==> config.mk <==
export PLATFORM = sky130hd
export DESIGN_NAME = req_arbiter
export DESIGN_NICKNAME = d
export VERILOG_FILES = /design/src/rtl/req_arbiter.sv
export SDC_FILE = /design/constraint.sdc
export NUM_CORES = 1
export LEC_CHECK = 0
export ABC_AREA = 1
export BUFFER_PORTS_ARGS = -buffer_cell sky130_fd_sc_hd__buf_2
export CAP_MARGIN = 20
export CORE_ASPECT_RATIO = 1.1
export CORE_MARGIN = 1.5
export CORE_UTILIZATION = 57
export CTS_BUF_LIST = sky130_fd_sc_hd__clkbuf_4 sky130_fd_sc_hd__clkbuf_8
export CTS_CLUSTER_SIZE = 20
export DETAILED_ROUTE_END_ITERATION = 10
export PLACE_DENSITY_LB_ADDON = 0.05
export SYNTH_ARGS = -nofsm -noshare
export SYNTH_HDL_FRONTEND = slang
export SYNTH_SLANG_ARGS = --single-unit
==> constraint.sdc <==
create_clock -name CLK -period 1.88 [get_ports CLK]
set_input_delay 0.094 -clock CLK [delete_from_list [all_inputs] [get_ports CLK]]
set_output_delay 0.094 -clock CLK [all_outputs]
set_load 0.02 [all_outputs]
==> src/rtl/req_arbiter.sv <==
// Request front end for the 4-to-2 encoder: sync, debounce, rising-edge capture, round-robin one-hot grant.
// Build option: define REQ_DEBOUNCE_EN to include the per-line debounce filter.
module req_arbiter #(
  parameter int DB_CYCLES = 8,
  parameter int DB_W      = 4
) (
  input  logic       CLK,
  input  logic       RST_N,
  input  logic [3:0] REQ,
  output logic [3:0] Y,
  output logic       Y_VALID,
  input  logic       Y_READY,
  output logic [3:0] PEND,
  output logic       OVR,
  input  logic       OVR_CLR
);

  typedef enum logic {
    IDLE,
    OFFER
  } state_t;

  state_t     state;
  logic [1:0] ptr;
  logic [1:0] grant_idx;

  logic [3:0] s_meta;
  logic [3:0] s_sync;
  logic [3:0] filt;
  logic [3:0] filt_d;
  logic [3:0] rise;
  logic [3:0] hs_clr;
  logic [3:0] ovr_hit;

  logic [1:0] pick;
  logic       pick_ok;
  logic [1:0] cand;

  // NOTE: sequential state always uses non-blocking assignments so every flop
  // samples pre-edge values regardless of statement order.
  always_ff @(posedge CLK or negedge RST_N) begin
    if (!RST_N) begin
      s_meta <= '0;
      s_sync <= '0;
    end else begin
      s_meta <= REQ;
      s_sync <= s_meta;
    end
  end

`ifdef REQ_DEBOUNCE_EN
  // DB_W must be wide enough to hold DB_CYCLES-1.
  logic [DB_W-1:0] cnt [4];
  logic [3:0]      filt_q;

  // NOTE: the counter array is a bank of flops, not RAM, so it is cleared by
  // the async reset along with the rest of the state.
  always_ff @(posedge CLK or negedge RST_N) begin
    if (!RST_N) begin
      filt_q <= '0;
      for (int i = 0; i < 4; i++) cnt[i] <= '0;
    end else begin
      for (int i = 0; i < 4; i++) begin
        if (s_sync[i] == filt_q[i]) begin
          cnt[i] <= '0;
        end else if (cnt[i] == DB_W'(DB_CYCLES - 1)) begin
          filt_q[i] <= s_sync[i];
          cnt[i]    <= '0;
        end else begin
          cnt[i] <= cnt[i] + 1'b1;
        end
      end
    end
  end

  assign filt = filt_q;
`else
  // Filter parameters have no effect in this build.
  if (DB_CYCLES < 0 && DB_W < 0) begin : g_db_unused
  end

  assign filt = s_sync;
`endif

  assign rise    = filt & ~filt_d;
  assign hs_clr  = (Y_VALID && Y_READY) ? Y : 4'b0000;
  // A rise on a line whose previous event is still pending and not leaving now is lost.
  assign ovr_hit = rise & PEND & ~hs_clr;

  always_ff @(posedge CLK or negedge RST_N) begin
    if (!RST_N) begin
      filt_d <= '0;
      PEND   <= '0;
      OVR    <= 1'b0;
    end else begin
      filt_d <= filt;
      PEND   <= rise | (PEND & ~hs_clr);
      if (|ovr_hit) begin
        OVR <= 1'b1;
      end else if (OVR_CLR) begin
        OVR <= 1'b0;
      end
    end
  end

  // NOTE: every variable gets a default before the loop so no path leaves it
  // unassigned and no latch is inferred.
  always_comb begin
    pick    = 2'd0;
    pick_ok = 1'b0;
    cand    = 2'd0;
    // Scan from the far end so the candidate closest to ptr is written last.
    for (int k = 3; k >= 0; k--) begin
      cand = ptr + 2'(k);
      if (PEND[cand]) begin
        pick    = cand;
        pick_ok = 1'b1;
      end
    end
  end

  always_ff @(posedge CLK or negedge RST_N) begin
    if (!RST_N) begin
      state     <= IDLE;
      ptr       <= 2'd0;
      grant_idx <= 2'd0;
      Y         <= 4'b0000;
      Y_VALID   <= 1'b0;
    end else begin
      case (state)
        IDLE: begin
          if (pick_ok) begin
            Y         <= 4'b0001 << pick;
            Y_VALID   <= 1'b1;
            grant_idx <= pick;
            state     <= OFFER;
          end
        end
        OFFER: begin
          if (Y_READY) begin
            ptr     <= grant_idx + 2'd1;
            Y       <= 4'b0000;
            Y_VALID <= 1'b0;
            state   <= IDLE;
          end
        end
        default: state <= IDLE;
      endcase
    end
  end

endmodule

==> out/metrics.csv, run 1 <==
stage;metric;value;unit
global_route;grt_pass1_vias;855;
worst_setup_path;critPathLaunchType;flip-flop;
sta;rsz0062_at_grt;no;
worst_setup_path;crit_type;reg2reg;
die;initial_utilization;63.25;%
layout;drive_above_1_share;21.66;%
power;max-vdd-ir-drop;0.7986;mV
min_path;hold_depth;4;
detailed_routing;drt_iter0_drc;11;
yosys;synth_top_area_cell;dfrtp_1;
global_route;grt-ovfl-total;0;
sta;maxSlewHeadroom;62.95;%
die;die_x;46.10;microns
yosys;yosys_warnings;0;
die;die_h;50.41;microns
min_path;hold_path_class;in2reg;
sta;final-setup-viol-count;0;
yosys;synth_edf_count;0;
clock_tree;numCtsBuffers;3;
clock_tree;clk_path_buf_depth;2;
sta;worst_pin_slew;555.8;ps
layout;area_growth;17.08;%
global_route;grt_max_degree;28;
sta;finalHoldViolCount;0;
worst_setup_path;critPathMaxStageDelay;590;ps
detailed_routing;vias;902;
placement;io_buffers;17;
detailed_routing;drc;0;
placement;place_congestion;0.8234;
clock_tree;path_clk_slew;140;ps
yosys;ys_seq_area_share;58.00;%
placement;dpl.hpwl;1546;microns
layout;utilization;74.05;%
sta;period_minus_slack;1614;ps
clock_tree;clockRootBuffer;clkbuf_4;
sta;clock_skew;1.526;ps
worst_setup_path;path_depth;10;
yosys;ys_top_cells_by_area;dfrtp_1, nand2_1, inv_1;
global_route;grt_usage;21.43;%
layout;layoutNonFillerInstCount;184;
placement;dp.cells;174;
worst_setup_path;cp_cell_sequence;inv_1, nand2_1, nand2_1, nand2_2, nor3_4, nor2_4, inv_2, nor2_1, nand2_1, nand2_1;
outcome;outcome;completed;
sta;timing.final.crit_share;85.83;%
clock_tree;clock_sinks;27;
worst_setup_path;worstPathArrival;1890;ps
yosys;yosysUniqueCellTypes;18;
power;powerDensity;1375;mW/mm^2
global_route;grt_pass1_wl;3588;microns
global_route;antenna_found_initial;0;
die;io_pins;18;
die;row_count;16;
detailed_routing;antenna_left;0;
die;core;0.001842;sq mm
worst_setup_path;cp-end-kind;flip-flop;
yosys;dominantRegCellSynth;dfrtp_1;
sta;fin_ws;266.3;ps
layout;seqCellArea;675.6;sq um
run;drv_cap;0;
worst_setup_path;critPathMaxFanout;12;
yosys;synth_top_area_share;58.00;%
yosys;synthTopCellsByCount;nand2_1, dfrtp_1, inv_1;
worst_setup_path;crit_required;2160;ps
worst_setup_path;path_buf_inv;2;
worst_setup_path;reg2reg_from;ptr[0];
sta;slew_viol_final;0;
min_path;worstHoldStart;Y_READY;
clock_tree;cts_resized;0;
layout;antenna_cells;0;
worst_setup_path;crit_family;simple AND/OR/NAND/NOR gates;
yosys;synth_seq_cells;27;
detailed_routing;wl_per_cell;11.11;microns
yosys;post-synth-top-count-cell;nand2_1;
yosys;netlist_area;0.001165;sq mm
yosys;netlist_instances;131;
yosys;postSynthAreaPerCell;8.892;sq um
sta;fin_setup_tns;0;ps
worst_setup_path;slowest_stage;dfrtp_1;
clock_tree;clock_latency;320;ps
placement;pre_cts_slack;319.6;ps
detailed_routing;totalWireLength;2044;microns
worst_setup_path;crit_path_start;ptr[0];
yosys;synth_fp_nets;139;
worst_setup_path;r2r_cells;10;
worst_setup_path;critPathMostFrequentCell;nand2_1;
clock_tree;cts_htree_levels;1;
sta;fmax;619.7;MHz
clock_tree;cts_tree;yes;
layout;multi_input_area;414.1;sq um
layout;nFillCells;146;
detailed_routing;drtPass1Iterations;4;
die;dieArea;0.002324;sq mm
layout;nNetsFinal;166;
detailed_routing;vias_per_cell;4.902;
yosys;ys_async_sr_fraction;100.0;%
power;p_leak;0.0007615;uW
-- registers in the layout, summed over array words and instances (netlist names), 2 cells and up --
name and cells:
PEND 4, ptr 2, grant_idx 2, s_meta 4
Y 4, filt 4, filt_d 4
-- layer usage --
metal | track usage [%] | vias to the layer above | part of all wire, %
li1 | - | 464 | -
met1 | 26.94 | 414 | 44
met2 | 34.49 | 22 | 50
met3 | 5.396 | 2 | 5.1
met4 | 8.571 | 0 | 0.73
met5 | 0 | - | 0
-- final timing paths --
| kind | to | slack [ps] |
|---|---|---|
| setup / recovery | Y[1] | 270 |
| hold / removal | PEND[1] | 120 |
| setup reg to reg | Y[1] | 270 |
| hold reg to reg | filt[1] | 370 |
| max in group asynchronous | PEND[2] | 1230 |
| min in group asynchronous | filt[0] | 290 |
-- per-stage QoR --
step / hold slack (ps) / instance area, sq um / total power, uW
2_1_floorplan: -201.6 / 1165 / 1423
3_3_place_gp: 115.3 / 1272 / 1606
3_5_place_dp: 122.2 / 1272 / 1621
4_1_cts: 110.6 / 1364 / 1892
5_1_grt: 127.7 / 1364 / 2045
6_report: 121.1 / 1364 / 1875
-- area by class of cell --
type                            instances  share of cell area [%]
Inverter                               17                   4.679
Tap cell                               27                   2.477
Clock inverter                          1                  0.6422
Sequential cell                        27                   49.54
Clock buffer                            3                   1.651
Multi-Input combinational cell         86                   30.37
Timing Repair Buffer                   23                   10.64
-- worst register-to-register path, cell delays in order (launching register included) --
cell and delay [ps]:
dfrtp_1 590, inv_1 150, nand2_1 140, nand2_1 90, nand2_2 90, nor3_4 50, nor2_4 180, inv_2 80
nor2_1 80, nand2_1 60, nand2_1 50
-- placed cells by master, fill, tap and decap left out, types with 2 or more instances in the layout --
cell | netlist | routed
nor2_4 | 2 | 2
inv_1 | 15 | 15
dfrtp_1 | 27 | 27
nor2_1 | 4 | 4
dlygate4sd3_1 | 0 | 6
clkbuf_4 | 0 | 3
nand2_1 | 51 | 51
buf_2 | 0 | 17
nand3_1 | 11 | 11
o21ai_0 | 3 | 3
nand2_2 | 4 | 4
o21ai_2 | 3 | 3
o22ai_1 | 2 | 2
inv_2 | 2 | 2
-- timing repair --
action,4_1_cts,5_1_grt
endpoints found under the hold margin,32,0
hold buffers,6,0
setup buffers,0,0
-- where the power goes --
part	internal (uW)	total, uW	switching [uW]	leakage, uW
sequential	708	840	131	0.000313
combinational	270	777	507	0.000430
clock	86.6	258	171	0.0000183
-- logic make-up after synthesis --
kind of cell,synth area share [%]
simple gates,29.32
flops,58.00
buf+inv,6.445
compound gates,5.477
xor+xnor,0.7520
Power figures use the tool's default switching activity.
==> inputs of run 2 (changes only) <==
--- a/config.mk
+++ b/config.mk
@@ -9,7 +9,6 @@
 export BUFFER_PORTS_ARGS = -buffer_cell sky130_fd_sc_hd__buf_2
 export CAP_MARGIN = 20
 export CORE_ASPECT_RATIO = 1.1
-export CORE_MARGIN = 1.5
 export CORE_UTILIZATION = 57
 export CTS_BUF_LIST = sky130_fd_sc_hd__clkbuf_4 sky130_fd_sc_hd__clkbuf_8
 export CTS_CLUSTER_SIZE = 20
==> run 2 against run 1 <==
  * Wire length decreased by 1.9%
  * Maximum frequency rose by 1.1%
  * Global-route usage up 1.3 points
  * Sequential share of layout area unchanged
  * Via count grew 1.2%
  * Non-clock buffer count unchanged
  * Total power about the same
  * Combinational power about the same
  * Register-to-register slack better by 20 ps
  * Critical path type unchanged
  * Critical endpoint unchanged
==> out/metrics.csv, run 2 (synthesized netlist as in run 1, its figures left out) <==
stage;metric;value;unit;change
detailed_routing;vias_per_cell;4.962;;+1.2%
worst_setup_path;critPathMaxStageDelay;600;ps;about the same
sta;final-setup-viol-count;0;;unchanged
detailed_routing;wl_per_cell;10.90;microns;-1.9%
detailed_routing;antenna_left;0;;unchanged
sta;rsz0062_at_grt;no;;
worst_setup_path;cp_cell_sequence;inv_1, nand2_1, nand2_1, nand2_2, nor3_4, nor2_4, inv_2, nor2_1, nand2_1, nand2_1;;
detailed_routing;drt_iter0_drc;19;;+8
detailed_routing;totalWireLength;2005;microns;-1.9%
clock_tree;clk_path_buf_depth;2;;unchanged
worst_setup_path;crit_family;simple AND/OR/NAND/NOR gates;;
power;comb_power_share;41.3;%;-0.2 points
global_route;grt_pass1_wl;3739;microns;+4.2%
min_path;hold_path_class;in2reg;;
detailed_routing;drc;0;;unchanged
global_route;grt_usage;22.77;%;+1.3 points
global_route;grt-ovfl-total;0;;unchanged
power;powerDensity;1376;mW/mm^2;about the same
sta;worst_pin_slew;548.3;ps;-7.440 ps
die;die_h;49.41;microns;-2.0%
clock_tree;cts_tree;yes;;
layout;multi_input_area;414.1;sq um;unchanged
sta;timing.final.crit_share;84.92;%;-0.91 points
sta;clock_skew;3.282;ps;+1.756 ps
worst_setup_path;crit_type;reg2reg;;
clock_tree;numCtsBuffers;3;;unchanged
worst_setup_path;slowest_stage;dfrtp_1;;
clock_tree;cts_htree_levels;1;;unchanged
power;switching_power;811.2;uW;+0.18%
layout;nNetsFinal;166;;unchanged
die;core;0.001842;sq mm;unchanged
power;max-vdd-ir-drop;1.010;mV;+26%
layout;design_area;0.001364;sq mm;unchanged
worst_setup_path;crit_required;2150;ps;about the same
global_route;grt_util_met3;2.963;%;-2.4 points
global_route;globalRouteMet1Util;32.07;%;+5.1 points
layout;mostFrequentLayoutCells;nand2_1, dfrtp_1, buf_2;;
power;p_leak;0.0007615;uW;unchanged
worst_setup_path;critPathLaunchType;flip-flop;;
run;drv_cap;0;;unchanged
layout;antenna_cells;0;;unchanged
worst_setup_path;path_buf_inv;2;;unchanged
layout;nFillCells;145;;-0.68%
die;io_pins;18;;unchanged
layout;drive_above_1_share;21.66;%;unchanged
worst_setup_path;critPathMostFrequentCell;nand2_1;;
layout;final_common_cell;nand2_1;;
sta;slew_viol_final;0;;unchanged
global_route;antenna_found_initial;0;;unchanged
worst_setup_path;critPathMaxFanout;12;;unchanged
worst_setup_path;worstPathArrival;1870;ps;-20 ps
die;initial_utilization;63.25;%;unchanged
die;die_x;45.10;microns;-2.2%
layout;area_growth;17.08;%;unchanged
placement;dpl.hpwl;1515;microns;-2.0%
worst_setup_path;cp-end-kind;flip-flop;;
sta;maxSlewHeadroom;63.44;%;+0.50 points
global_route;grt_pass1_vias;887;;+3.7%
power;pwr-share-clk;13.7;%;about the same
detailed_routing;vias;913;;+1.2%
clock_tree;clock_latency;320;ps;about the same
clock_tree;clockRootBuffer;clkbuf_4;;
sta;period_minus_slack;1597;ps;-17.14 ps
power;pwr-share-seq;45.0;%;+0.2 points
detailed_routing;drtPass1Iterations;4;;unchanged
placement;postPlaceCellArea;0.001272;sq mm;unchanged
placement;place_congestion;0.8321;;+1.1%
global_route;grt_max_degree;28;;unchanged
placement;io_buffers;17;;unchanged
sta;fmax;626.4;MHz;+1.1%
sta;fin_setup_tns;0;ps;unchanged
power;switching_share;43.23;%;+0.045 points
global_route;top_usage_layer;met2;;
clock_tree;path_clk_slew;150;ps;about the same
die;dieArea;0.002228;sq mm;-4.1%
outcome;outcome;completed;;
layout;seqCellArea;675.6;sq um;unchanged
sta;finalHoldViolCount;0;;unchanged
die;row_count;16;;unchanged
global_route;met2_usage;35.75;%;+1.3 points
power;p_int;1065;uW;about the same
clock_tree;clock_sinks;27;;unchanged
## run 2: cell counts in the layout (fill, tap and decap cells not counted)
Identical to the previous run, type by type.
## run 2: power groups by stage
stage                     combinational, uW  sequential [uW]  clock [uW]
after floorplan                         514              909           0
after global placement                  756              849           0
after detailed placement                767              854           0
after CTS                               779              843         264
after global routing                    895              865         287
final                                   775              844         258
## run 2: layer usage
metal | routed length (microns) | share of wire (%)
met1 | 932 | 46
met2 | 974 | 49
met3 | 71 | 3.5
met4 | 27 | 1.3
met5 | 0 | 0
## run 2: worst min-delay path, cell delays in order
cell	delay (ps)
buf_2	130
nand3_1	70
nand2_1	60
nand2_1	60
## run 2: final timing paths
check	from	end	slack, ps	cells past startpoint
worst max register to register	ptr[0]	Y[1]	280	10
min in group asynchronous	RST_N	filt[0]	270	2
worst min-delay path	Y_READY	PEND[2]	110	4
max in group asynchronous	RST_N	ptr[1]	1240	2
worst max-delay path	ptr[0]	Y[1]	280	10
worst min register to register	s_meta[1]	filt[1]	370	0
## run 2: per-stage QoR
| step | setup slack [ps] | power [uW] | hold WS, ps | instances | util (%) |
|---|---|---|---|---|---|
| after global routing | 79.44 | 2048 | 122.9 | 184 | 74.05 |
| after floorplan | 537.1 | 1423 | -201.6 | 131 | - |
| after CTS | 283.3 | 1886 | 110.2 | 184 | 74.05 |
| after global placement | 387.3 | 1605 | 113.6 | 174 | 69.09 |
| after detailed placement | 326.4 | 1621 | 117.1 | 174 | 69.09 |
| final | 283.5 | 1877 | 113.4 | 184 | 74.05 |
## run 2: area by class of cell
type,count,share of cell area [%]
flip-flops and latches,27,49.54
multi-input cells,86,30.37
repair buffers,23,10.64
inverters,17,4.679
well taps,27,2.477
clock buffers,3,1.651
clock inverters,1,0.6422
## run 2: what timing repair did
action	4_1_cts	5_1_grt
resized for setup	0	0
endpoints found under the setup margin	0	0
hold buffers	6	0
hold endpoints to repair	32	0
buffers inserted	0	0
